### config.mk
export PLATFORM = sky130hd
export DESIGN_NAME = piso_serial_ctrl
export DESIGN_NICKNAME = d
export VERILOG_FILES = /design/src/rtl/piso_serial_ctrl.sv
export SDC_FILE = /design/constraint.sdc
export NUM_CORES = 1
export LEC_CHECK = 0
export ABC_AREA = 1
export CORE_AREA = 10 10 49 51
export CTS_CLUSTER_DIAMETER = 30
export CTS_CLUSTER_SIZE = 28
export DETAILED_ROUTE_END_ITERATION = 7
export DIE_AREA = 0 0 59 61
export GPL_ROUTABILITY_DRIVEN = 0
export GPL_TIMING_DRIVEN = 0
export PLACE_DENSITY_LB_ADDON = 0.15
export RECOVER_POWER = 50
export SLEW_MARGIN = 10
export SYNTH_ARGS = -nofsm -noshare
export SYNTH_HDL_FRONTEND = slang
export SYNTH_SLANG_ARGS = --single-unit
### constraint.sdc
create_clock -name clk -period 1.2 [get_ports clk]
set_input_delay 0.36 -clock clk [delete_from_list [all_inputs] [get_ports clk]]
set_output_delay 0.36 -clock clk [all_outputs]
set_load 0.01 [all_outputs]
### src/rtl/piso_serial_ctrl.sv
// rtl/piso_serial_ctrl.sv - sequencer for a WIDTH-bit PISO shift register, MSB-first framed serial out
// Optional even-parity trailer bit is built when PISO_PARITY_EN is defined.
module piso_serial_ctrl #(
  parameter int WIDTH = 4
) (
  input  logic             clk,
  input  logic             reset,
  input  logic [WIDTH-1:0] in_data,
  input  logic             in_valid,
  output logic             in_ready,
  input  logic             flush,
  output logic             sr_sl,
  output logic [WIDTH-1:0] sr_b,
  input  logic             sr_q_msb,
  output logic             ser_data,
  output logic             ser_valid,
  output logic             ser_first,
  output logic             ser_last,
  output logic             busy
);

  localparam int CW = $clog2(WIDTH);
  localparam logic [CW-1:0] LAST_CNT = CW'(WIDTH - 1);

  typedef enum logic [1:0] {
    IDLE,
    LOAD,
    SHIFT
`ifdef PISO_PARITY_EN
    ,
    PARITY
`endif
  } state_t;

  state_t           state_q, state_d;
  logic [WIDTH-1:0] word_q, word_d;
  logic [CW-1:0]    count_q, count_d;

  always_ff @(posedge clk or negedge reset) begin
    if (!reset) begin
      state_q <= IDLE;
      word_q  <= '0;
      count_q <= '0;
    end else begin
      state_q <= state_d;
      word_q  <= word_d;
      count_q <= count_d;
    end
  end

  always_comb begin
    state_d   = state_q;
    word_d    = word_q;
    count_d   = count_q;
    in_ready  = 1'b0;
    sr_sl     = 1'b0;
    sr_b      = '0;
    ser_data  = 1'b0;
    ser_valid = 1'b0;
    ser_first = 1'b0;
    ser_last  = 1'b0;

    case (state_q)
      IDLE: begin
        in_ready = !flush;
        if (in_valid && !flush) begin
          word_d  = in_data;
          state_d = LOAD;
        end
      end

      LOAD: begin
        sr_b    = word_q;
        count_d = '0;
        state_d = SHIFT;
      end

      SHIFT: begin
        sr_sl     = 1'b1;
        sr_b      = word_q;
        ser_valid = 1'b1;
        ser_data  = sr_q_msb;
        ser_first = (count_q == '0);
        if (count_q == LAST_CNT) begin
          count_d = '0;
`ifdef PISO_PARITY_EN
          state_d = PARITY;
`else
          ser_last = 1'b1;
          state_d  = IDLE;
`endif
        end else begin
          count_d = count_q + 1'b1;
        end
      end

`ifdef PISO_PARITY_EN
      PARITY: begin
        sr_sl     = 1'b1;
        sr_b      = word_q;
        ser_valid = 1'b1;
        ser_last  = 1'b1;
        ser_data  = ^word_q;
        state_d   = IDLE;
      end
`endif

      default: state_d = IDLE;
    endcase

    // Abort wins over everything; the partial frame is left without a last marker.
    if (flush) begin
      state_d   = IDLE;
      count_d   = '0;
      ser_valid = 1'b0;
      ser_first = 1'b0;
      ser_last  = 1'b0;
    end
  end

  assign busy = (state_q != IDLE);

endmodule
==> metrics.txt <==
critical path data required time=0.84 ns; Worst EP arrival=1.20 ns; Antenna Cells=0; Crit Path Category=flip-flop to output port; Avg Inst Size Synth=7.117 um^2; vias in the first global route=542; Yosys top cell by area=dfrtp_1; unrepaired setup endpoints after global routing=true; Mapped Cells=77; final setup TNS=-3.652 ns; Critical Path Fanout Max=4; Detailed Route WL=1345 um; Peak VDD IR=784.9 uV; All-Layer GR Usage=7.546%; Clk pin slew, worst setup/hold paths=0.05 ns; Power Total=0.9940 mW; pin count of the biggest net entering global routing=9; H-tree levels=1; final setup margin=-0.3591 ns; slew margin rel.=76.36%; IO Count=20; max cap viols=0; Synth area leaders=dfrtp_1, nand2_1, ha_1; antenna violations before repair=0; hpwl dp=1003 um; Synth top area share=36.53%; total congestion overflow=0; Synth cell types=9; type of origin of the critical path=flip-flop; Synth Warn #=0; status=complete, but fails checks; DRT Pass-1 Iters=2; Tmin final=1.559 ns; first-pass GRT wire length=2111 um; die area=0.003599 mm^2; final core utilization=64.03%; CP cell instances=buf_6 > ha_4 > nand2_4 > inv_2 > buf_6; starting density of the core=37.24%; Min Hold Slack=0.4483 ns; Post-DRT Antenna Nets=0; maximum operating frequency=641.4 MHz; post-synthesis instance area=548.0 um^2; CTS buffer count=3; DR iter-0 viols=7; Vias per Instance=4.296; #FFs+latches synth=8; Worst-Skew Late Latency=0.25 ns; worst hold path type=input pin to asynchronous set/reset pin; fraction of layout cells with a size suffix above 1=49.54%; per-cell routed wire length=10.76 um; Port Buf Inserts=19; failing checks=setup timing; CP max stage delay=0.42 ns; final worst-path cycle share=129.9%; # hold bufs at CTS=0; clk buf depth=2; Final Hold Fails=0; Site Rows=14; Worst Skew=0.0002630 ns; Leakage=0.5242 nW; kind of capture point of the worst setup path=output port; pwr dens=1055 mW/mm^2; cell mode on critical path=buf_6; DIE HEIGHT=61 um; Setup-failing EPs final=12; DIE WIDTH=59 um; max-slew violations=0; Num Clock Sinks=8; via count=537; layout net count=127; measured slew at the worst slew-check pin=0.3534 ns; DRC violations left=0; Placeable Area=0.001471 mm^2; TritonCTS clock tree=yes; synthesis-to-layout area growth=71.92%; clock root buffer=clkbuf_4; Synth Net Count=93; sequential share of the synthesized area=36.53%; slowest CP cell=dfrtp_2
==> path summary, 6_finish.rpt <==
check                                          to                    from  depth (start not counted)  slack (ns)
min reg2reg                 word_q[0]$_DFFE_PN0P_   word_q[0]$_DFFE_PN0P_                          2        0.50
max                                     ser_valid  state_q[1]$_DFFE_PN0P_                          5       -0.36
max reg2reg                count_q[0]$_DFFE_PN0P_  state_q[1]$_DFFE_PN0P_                          8       -0.05
max in group asynchronous  state_q[1]$_DFFE_PN0P_                   reset                          1        0.47
min in group clk            word_q[0]$_DFFE_PN0P_   word_q[0]$_DFFE_PN0P_                          2        0.50
min                         word_q[0]$_DFFE_PN0P_                   reset                          1        0.45
==> critical path, delay by kind of cell, from the launching register on <==
kind	cells	cell delay, ns
DFF	1	0.42
buffers and inverters	3	0.28
adders and majority gates	1	0.17
and+or+nand+nor	1	0.08
==> sequential cells by signal (all words and copies together) (netlist names) <==
name     cells
state_q      2
count_q      2
word_q       4
==> cell families after synthesis <==
kind of cell	Yosys count	share of synthesized area (%)
fa+ha+maj	7	15.98
buf+inv	18	12.33
flops	8	36.53
simple gates	44	35.16
==> area by class of cell <==
class / instances / area [um^2]
clock buffers: 3 / 22.52
fillers: 131 / 529.3
inverters: 18 / 70.07
multi-input cells: 51 / 355.3
flip-flops and latches: 8 / 201.4
well taps: 16 / 20.02
repair buffers: 29 / 272.8
==> report_power, final <==
part | leakage (nW) | internal (mW) | total (mW) | switching [mW]
sequential | 0.103 | 0.315 | 0.346 | 0.0315
clock | 0.0138 | 0.115 | 0.207 | 0.0925
combinational | 0.408 | 0.232 | 0.441 | 0.210
==> Yosys cell counts <==
master,number
nor2_1,6
nor2_4,1
nand3_1,4
dfrtp_1,8
ha_1,7
nand2_4,2
nand2_1,31
inv_1,15
inv_2,3
==> metal layers <==
metal  up-vias  global-route usage [%]  part of all wire, %
li1        287                       -                    -
met1       233                   6.925                   40
met2        15                   13.36                   51
met3         2                   3.758                  7.8
met4         0                   4.262                 0.52
met5         -                       0                    0
==> layout by cell type, fill, tap and decap left out, drive strengths merged <==
master	instances
nand3	4
clkbuf	3
nand2	33
nor2	7
buf	21
ha	7
clkdlybuf4s50	6
inv	18
dlygate4sd3	1
dfrtp	8
dlygate4sd2	1
==> repair_timing <==
| item | CTS | global route |
|---|---|---|
| gates resized for setup | 63 | 9 |
| buffers inserted | 7 | 3 |
| setup endpoints to repair | 13 | 19 |
| pin swaps | 3 | 14 |
==> through the flow <==
stage / instance area [um^2] / instances / worst slack, ns
after CTS: 889.6 / 122 / -0.3678
after detailed placement: 795.8 / 112 / -0.9134
final: 942.2 / 125 / -0.3591
after global routing: 942.2 / 125 / -0.4043
after global placement: 795.8 / 112 / -0.9114
after floorplan: 585.6 / 77 / -0.02811
Power figures use the tool's default switching activity.
